$ cat src/rtl/ifetch_ctrl_pkg.sv
// Shared fetch/decode pipeline definitions: data width, the bubble instruction,
// and the fetch FSM state encoding.
package ifetch_ctrl_pkg;

  localparam int XLEN = 32;

  // RV32I "addi x0, x0, 0"
  localparam logic [XLEN-1:0] NOP_INSTR_DEFAULT = 32'h0000_0013;

  typedef enum logic [1:0] {
    ST_REQ     = 2'd0,
    ST_WAIT    = 2'd1,
    ST_HOLD    = 2'd2,
    ST_DISCARD = 2'd3
  } fetch_state_t;

  function automatic logic [XLEN-1:0] word_align(input logic [XLEN-1:0] addr);
    return {addr[XLEN-1:2], 2'b00};
  endfunction

endpackage

$ cat src/rtl/ifetch_ctrl_if_id_reg.sv
// Fetch-to-decode register bank. Priority: flush, load, hold, otherwise bubble
// (bubble clears valid and instr but keeps the PCs).
module if_id_reg
  import ifetch_ctrl_pkg::*;
#(
  parameter logic [XLEN-1:0] NOP_INSTR = NOP_INSTR_DEFAULT
) (
  input  logic            clk,
  input  logic            rst,
  input  logic            flush,
  input  logic            load,
  input  logic            hold,
  input  logic [XLEN-1:0] load_instr,
  input  logic [XLEN-1:0] load_pc,
  output logic [XLEN-1:0] instr_d,
  output logic [XLEN-1:0] pc_d,
  output logic [XLEN-1:0] pc4_d,
  output logic            valid_d
);

  always_ff @(posedge clk or posedge rst) begin
    if (rst) begin
      instr_d <= NOP_INSTR;
      pc_d    <= '0;
      pc4_d   <= '0;
      valid_d <= 1'b0;
    end else if (flush) begin
      instr_d <= NOP_INSTR;
      valid_d <= 1'b0;
    end else if (load) begin
      instr_d <= load_instr;
      pc_d    <= load_pc;
      pc4_d   <= load_pc + XLEN'(4);
      valid_d <= 1'b1;
    end else if (!hold) begin
      instr_d <= NOP_INSTR;
      valid_d <= 1'b0;
    end
  end

endmodule

$ cat src/rtl/ifetch_ctrl.sv
// Instruction fetch controller: single-outstanding request FSM, fetch PC,
// one-entry response hold buffer and redirect handling.
//
// state      | meaning
// -----------+------------------------------------------------------------
// ST_REQ     | request driven at pc_f, waiting for grant
// ST_WAIT    | granted, waiting for the response
// ST_HOLD    | response captured in hold_buf while decode is stalled
// ST_DISCARD | redirected with a response in flight; drop the next rvalid
module ifetch_ctrl
  import ifetch_ctrl_pkg::*;
#(
  parameter logic [XLEN-1:0] RESET_PC  = 32'h0000_0000,
  parameter logic [XLEN-1:0] NOP_INSTR = NOP_INSTR_DEFAULT
) (
  input  logic            clk,
  input  logic            rst,
  input  logic            redirect_e,
  input  logic [XLEN-1:0] redirect_pc_e,
  input  logic            stall_d,
  output logic            imem_req,
  output logic [XLEN-1:0] imem_addr,
  input  logic            imem_gnt,
  input  logic            imem_rvalid,
  input  logic [XLEN-1:0] imem_rdata,
  output logic [XLEN-1:0] instr_d,
  output logic [XLEN-1:0] pc_d,
  output logic [XLEN-1:0] pc4_d,
  output logic            valid_d
);

  fetch_state_t    state, state_next;
  logic [XLEN-1:0] pc_f, pc_f_next;
  logic [XLEN-1:0] req_pc, req_pc_next;
  logic [XLEN-1:0] hold_buf, hold_buf_next;
  logic [XLEN-1:0] req_pc4;
  logic            dec_load;
  logic [XLEN-1:0] dec_instr;

  assign req_pc4 = req_pc + XLEN'(4);

  always_ff @(posedge clk or posedge rst) begin
    if (rst) begin
      state    <= ST_REQ;
      pc_f     <= RESET_PC;
      req_pc   <= '0;
      hold_buf <= '0;
    end else begin
      state    <= state_next;
      pc_f     <= pc_f_next;
      req_pc   <= req_pc_next;
      hold_buf <= hold_buf_next;
    end
  end

  always_comb begin
    state_next    = state;
    pc_f_next     = pc_f;
    req_pc_next   = req_pc;
    hold_buf_next = hold_buf;
    dec_load      = 1'b0;
    dec_instr     = imem_rdata;

    case (state)
      ST_REQ: begin
        if (redirect_e) begin
          state_next = imem_gnt ? ST_DISCARD : ST_REQ;
        end else if (imem_gnt) begin
          req_pc_next = pc_f;
          state_next  = ST_WAIT;
        end
      end
      ST_WAIT: begin
        if (redirect_e) begin
          state_next = imem_rvalid ? ST_REQ : ST_DISCARD;
        end else if (imem_rvalid) begin
          if (stall_d) begin
            hold_buf_next = imem_rdata;
            state_next    = ST_HOLD;
          end else begin
            dec_load   = 1'b1;
            pc_f_next  = req_pc4;
            state_next = ST_REQ;
          end
        end
      end
      ST_HOLD: begin
        if (redirect_e) begin
          state_next = ST_REQ;
        end else if (!stall_d) begin
          dec_load   = 1'b1;
          dec_instr  = hold_buf;
          pc_f_next  = req_pc4;
          state_next = ST_REQ;
        end
      end
      ST_DISCARD: begin
        // a redirect here only retargets pc_f; the in-flight response must still drain
        if (imem_rvalid) state_next = ST_REQ;
      end
      default: state_next = ST_REQ;
    endcase

    if (redirect_e) pc_f_next = word_align(redirect_pc_e);
  end

  // gated by rst so the request drops combinationally while reset is held
  assign imem_req  = (state == ST_REQ) && !rst;
  assign imem_addr = pc_f;

  if_id_reg #(
    .NOP_INSTR(NOP_INSTR)
  ) u_if_id_reg (
    .clk       (clk),
    .rst       (rst),
    .flush     (redirect_e),
    .load      (dec_load),
    .hold      (stall_d),
    .load_instr(dec_instr),
    .load_pc   (req_pc),
    .instr_d   (instr_d),
    .pc_d      (pc_d),
    .pc4_d     (pc4_d),
    .valid_d   (valid_d)
  );

endmodule
$ cat config.mk
export PLATFORM = sky130hd
export DESIGN_NAME = ifetch_ctrl
export DESIGN_NICKNAME = d
export VERILOG_FILES = /design/src/rtl/ifetch_ctrl_pkg.sv /design/src/rtl/ifetch_ctrl_if_id_reg.sv /design/src/rtl/ifetch_ctrl.sv
export SDC_FILE = /design/constraint.sdc
export NUM_CORES = 1
export LEC_CHECK = 0
export CORE_MARGIN = 1.5
export CORE_UTILIZATION = 45
export CTS_CLUSTER_DIAMETER = 50
export DETAILED_ROUTE_END_ITERATION = 10
export GPL_TIMING_DRIVEN = 0
export HOLD_SLACK_MARGIN = 0.02
export PLACE_DENSITY = 0.8
export SYNTH_ARGS = -nofsm -noshare
export SYNTH_HDL_FRONTEND = slang
export SYNTH_SLANG_ARGS = --single-unit
$ cat constraint.sdc
create_clock -name clk -period 8.07 [get_ports clk]
set_input_delay 1.614 -clock clk [delete_from_list [all_inputs] [get_ports clk]]
set_output_delay 1.614 -clock clk [all_outputs]
set_load 0.03 [all_outputs]
Word level (Yosys, flattened, before mapping)
Cells that the tools add are included.

Flip-flop bits (word level): 195. Latch bits: 0. RAM bits: 0. Bits in read-only memories: 0. Input port bits: 70. Output and inout bits: 130. Memories: 0.

$add $sub $neg: 1. Multipliers: 0. Div/mod/pow operators: 0. Magnitude comparators: 0. Eq/ne operators: 8. Shifts and indexed selects: 0. Multiplexer cells: 28. Bitwise gates (word level): 1. Reduce and logical (&&, ||, !) cells: 9.

Operators by type and width (count): $mux W32 (8); $pmux W32 S2 (1); $add A32 B3 Y32 const B (1); $mux W2 (10); $ne A3 B3 Y1 const B (3); $pmux W2 S4 (1); $mux W1 (7); $reduce_and A3 Y1 (2); $eq A2 B2 Y1 const B (2); $reduce_and A2 Y1 (2); $reduce_and A4 Y1 (1); $ne A3 B2 Y1 const B (1); $reduce_bool A3 Y1 (1); $eq A2 B1 Y1 const B (1); $logic_not A2 Y1 (1); $ne A2 B2 Y1 const B (1); $pmux W1 S2 (1); $logic_and A1 B1 Y1 (1); $logic_not A1 Y1 (1); $not A1 Y1 (1).

Longest topological paths before layout
Word-level depth: 6. Depth in mapped cells: 9.

Cells and area by module
A second synthesis with hierarchy kept.

Cells, all modules: 881. Area total of the unflattened synthesis: 9268.9 um^2.

By module, submodules not included: ifetch_ctrl (times used 1, cells each 456, area an instance 5061.1 um^2, sequential area each 2452.4 um^2); if_id_reg (times used 1, cells each 425, area an instance 4207.8 um^2, sequential area each 2381.0 um^2).

Least setup slack after synthesis
Ideal clock, no wire load.

Path type: in2out. Start: input port rst. End: output port imem_req. Data arrival time: 2.046 ns. Required time: 6.456 ns. Slack: 4.410 ns. Stages: 1. Path buffers: 0. Cell sequence: nor2b_1.

Cells in the longest elaborated chain, start to end: 2.

Ends and longest elaborated chain: start: declaration (RTL line ifetch_ctrl.sv:17) `input logic rst,`; $logic_not A1 Y1 (no line); $logic_and A1 B1 Y1 (RTL line ifetch_ctrl.sv:108) `assign imem_req = (state == ST_REQ) && !rst;`; end: declaration (RTL line ifetch_ctrl.sv:21) `output logic imem_req,`.

Every way passes these cells.

Worst setup path after layout
Same ends and word-level chain as after synthesis.

==> summary.txt <==
Detailed routing
  • Pre-Repair DR Iteration Count: 5
  • DR WL/cell: ~18 microns
  • Via count: 6686
  • Remaining antenna violation count after routing: 0
  • Starting DRT DRC Count: between 400 and 500
  • Post-route DRC: 0
  • Via density: 5.349
  • Final wirelength: 23.06 mm

Placement
  • Final Wtd Congestion: 0.8364
  • Detail Placement HPWL: roughly 17 mm
  • Pre-CTS setup slack: around 3500 ps
  • Placed cell count: ~1200
  • Buffers added on ports: around 200

Power and ir drop
  • Static Leak: 0.004977 uW
  • VDD IR max: ~0.2 mV
  • PwrDens: around 350 nW/um^2
  • PnR Total Power: between 4000 and 5000 uW

Worst hold path
  • Hold Path Sink: u_if_id_reg.pc_d[25]
  • Min-delay src: u_if_id_reg.pc_d[25]
  • Hold crit path type: reg2reg
  • WHS Path Cells: 2

Clocking
  • Post-CTS Setup Bufs: 0
  • H-tree lvl count: 4
  • CTS Buf Count: 17
  • Cts repair resizes: 0
  • Clk pin slew, worst setup/hold paths: 70 ps
  • Root Buffer: clkbuf_16
  • Clock Sinks: slightly below 200
  • Clock latency at the later pin of the worst-skew pair: around 430 ps
  • Bufs on Longest Clock Path: 2
  • CTS tree: done
  • Hold-fix buffers, CTS: 0

STA
  • Setup Viol. Count Final: 0
  • Slew @ Worst Pin: about 680 ps
  • Clock skew: between 10 and 15 ps
  • RSZ-0062 raised after global routing: false
  • Final Hold Vio Count: 0
  • Minimum clock period after layout: roughly 4600 ps
  • Max-slew headroom: between 50 and 60%
  • Setup TNS: 0 ps
  • Crit share post-route: approximately 57%
  • Final setup margin: approximately 3500 ps
  • Max-slew violation count: 0
  • Hold_ws: 475.5 ps
  • F_max: 0.2182 GHz

Logic synthesis
  • Area contributors post-synth: dfrtp_1 (56%), nand2_1 (9.2%), mux2_2 (8.7%), mux2i_1 (4.0%), o21ai_0 (3.9%)
  • Synth cell types: 45
  • EDFF count, synth: 0
  • Seq/Total Area, Yosys: 56.73%
  • Post-Syn Instances: between 700 and 800
  • Synth Register Bits: slightly below 200
  • Yosys top cell by area: dfrtp_1
  • Most used DFF post-synth: dfrtp_1
  • Synth Cell Area: 8521 sq um
  • Yosys warns: 0
  • Post-synth ARST share: 100.0%
  • Mapped Nets: around 860
  • Synth top area share: a little under three fifths
  • Mean post-synth cell area: 10.83 sq um

Global route
  • Initial antenna violation count: 0
  • GR Util met2: around two fifths
  • GR Overflow Total: 0
  • Global routing usage on met1: 31.85%
  • Busiest layer in global routing: met2
  • Largest net degree at the start of global routing: slightly above 100
  • M3 GR Usage: 7.099%
  • Total track usage: between 20% and 30%
  • First-pass GRT wire length: 36.67 mm
  • Number of global-route vias before repair: between 6000 and 7000

Run status
  • Outcome: finished clean

Final layout
  • Layout area overhead: 33.96%
  • Fin cells: ~1300
  • Ratio of cells with drive above 1 in the final layout: ~14%
  • # nets final: 1079
  • Fill cells: 1537
  • Antenna diodes: 0

Critical path
  • R2r worst-path depth: 7
  • FF-to-FF End: imem_addr[21]
  • Kind of start point of the critical path: input pin
  • Crit Path Max Fanout: 2
  • R2r setup slk: 5450 ps
  • Class of the most critical setup path: in2out
  • R2R Path Start: state[1]
  • Critical path endpoint category: output pin
  • Critical Path RT: 6460 ps
  • Critical path arrival: approximately 3000 ps

Flow run
  • Max cap viols: 0

Die
  • Die area: between 15000 and 20000 sq um
  • Die X: 140.6 microns
  • Die Height: around 140 microns
  • Core footprint: 18640 sq um
  • Starting density of the core: a little under half
  • Ports: 200
  • Row Count: 50
logic make-up (layout without fill, tap and decap cells):
family	after synthesis	after routing	share of synthesized area, %
DFF	193	193	56.73
AOI/OAI and AO/OA	109	109	7.460
xor gates and xnor gates	26	26	2.673
muxes	102	102	12.98
buffers and inverters	56	285	2.996
and+or+nand+nor	295	295	16.28
adders and majority gates	6	6	0.8810
critical path, stage by stage:
cell             delay (ps)
clkdlybuf4s50_1         520
nor2b_1                 150
clkdlybuf4s50_1         670
cell usage after synthesis (3+ instances only):
cell type,number
ha_1,6
nor3_1,4
buf_2,24
xnor2_1,8
o31ai_1,3
o21ai_0,67
nor2b_1,3
dfstp_2,3
dfrtp_1,190
a21oi_1,18
nor4_4,3
mux2_2,66
o221ai_1,14
inv_1,8
nand2_1,209
nand3_1,13
nand4_1,10
and3_1,8
xor2_1,18
mux2i_1,34
nor2_1,24
clkbuf_1,21
where the power goes:
| part | total (uW) | internal (uW) | leakage (uW) | switching [uW] |
|---|---|---|---|---|
| Sequential | 1600 | 1310 | 0.00245 | 289 |
| Combinational | 1570 | 682 | 0.00223 | 884 |
| Clock | 865 | 482 | 0.000288 | 382 |
| Total | 4030 | 2470 | 0.00498 | 1560 |
placed cells by master (no fill, tap or decap), drive strengths merged, types with 3 or more instances in the layout:
cell type	count
and3	8
or2	4
inv	13
ha	6
nor4	6
nand3	16
nor2	25
o21ai	67
nor3	7
mux2i	34
nand2	209
dfrtp	190
a21oi	18
nand4	12
buf	28
clkdlybuf4s50	196
dfstp	3
clkbuf	42
xnor2	8
xor2	18
nor2b	3
o221ai	14
o31ai	3
mux2	68
worst max-delay path by stage:
| stage | from | to | slack (ps) | cells past startpoint |
|---|---|---|---|---|
| after floorplan | rst | hold_buf[0] | 1210 | 1 |
| after detailed placement | rst | imem_req | 3490 | 3 |
| after global placement | rst | u_if_id_reg.pc_d[11] | -1360 | 2 |
| after CTS | rst | imem_req | 3480 | 3 |
| final | rst | imem_req | 3490 | 3 |
| after global routing | rst | imem_req | 3470 | 3 |
flip-flops by register name, summed over array words and instances (netlist names):
register and count:
hold_buf 32, imem_addr 32, state 2, u_if_id_reg.pc_d 30
u_if_id_reg.valid_d 1, u_if_id_reg.instr_d 32, req_pc 32, u_if_id_reg.pc4_d 32
per-stage QoR:
stage	cell area, sq um	utilization [%]
detailed placement	10810	57.99
global placement	10780	57.80
global route	11410	61.23
CTS	11410	61.23
floorplan	8521	-
finish	11410	61.23
cell type report:
type | instances | area [sq um] | share of cell area [%]
plain buffers | 48 | 225.2 | 1.973
clock buffers | 21 | 460.4 | 4.034
clock inverters | 11 | 143.9 | 1.261
inverters | 8 | 37.54 | 0.3288
multi-input cells | 538 | 3432 | 30.07
flip-flops and latches | 193 | 4833 | 42.34
well taps | 234 | 292.8 | 2.565
repair buffers | 197 | 1989 | 17.43
per-layer routing:
| layer | vias to the layer above | wire length [microns] | part of all wire, % |
|---|---|---|---|
| met5 | - | 0 | 0 |
| met4 | 0 | 353 | 1.5 |
| met3 | 29 | 1780 | 7.7 |
| met2 | 256 | 10950 | 47 |
| met1 | 3285 | 9981 | 43 |
| li1 | 3116 | - | - |
No activity file was read; power rests on OpenSTA's default activity.
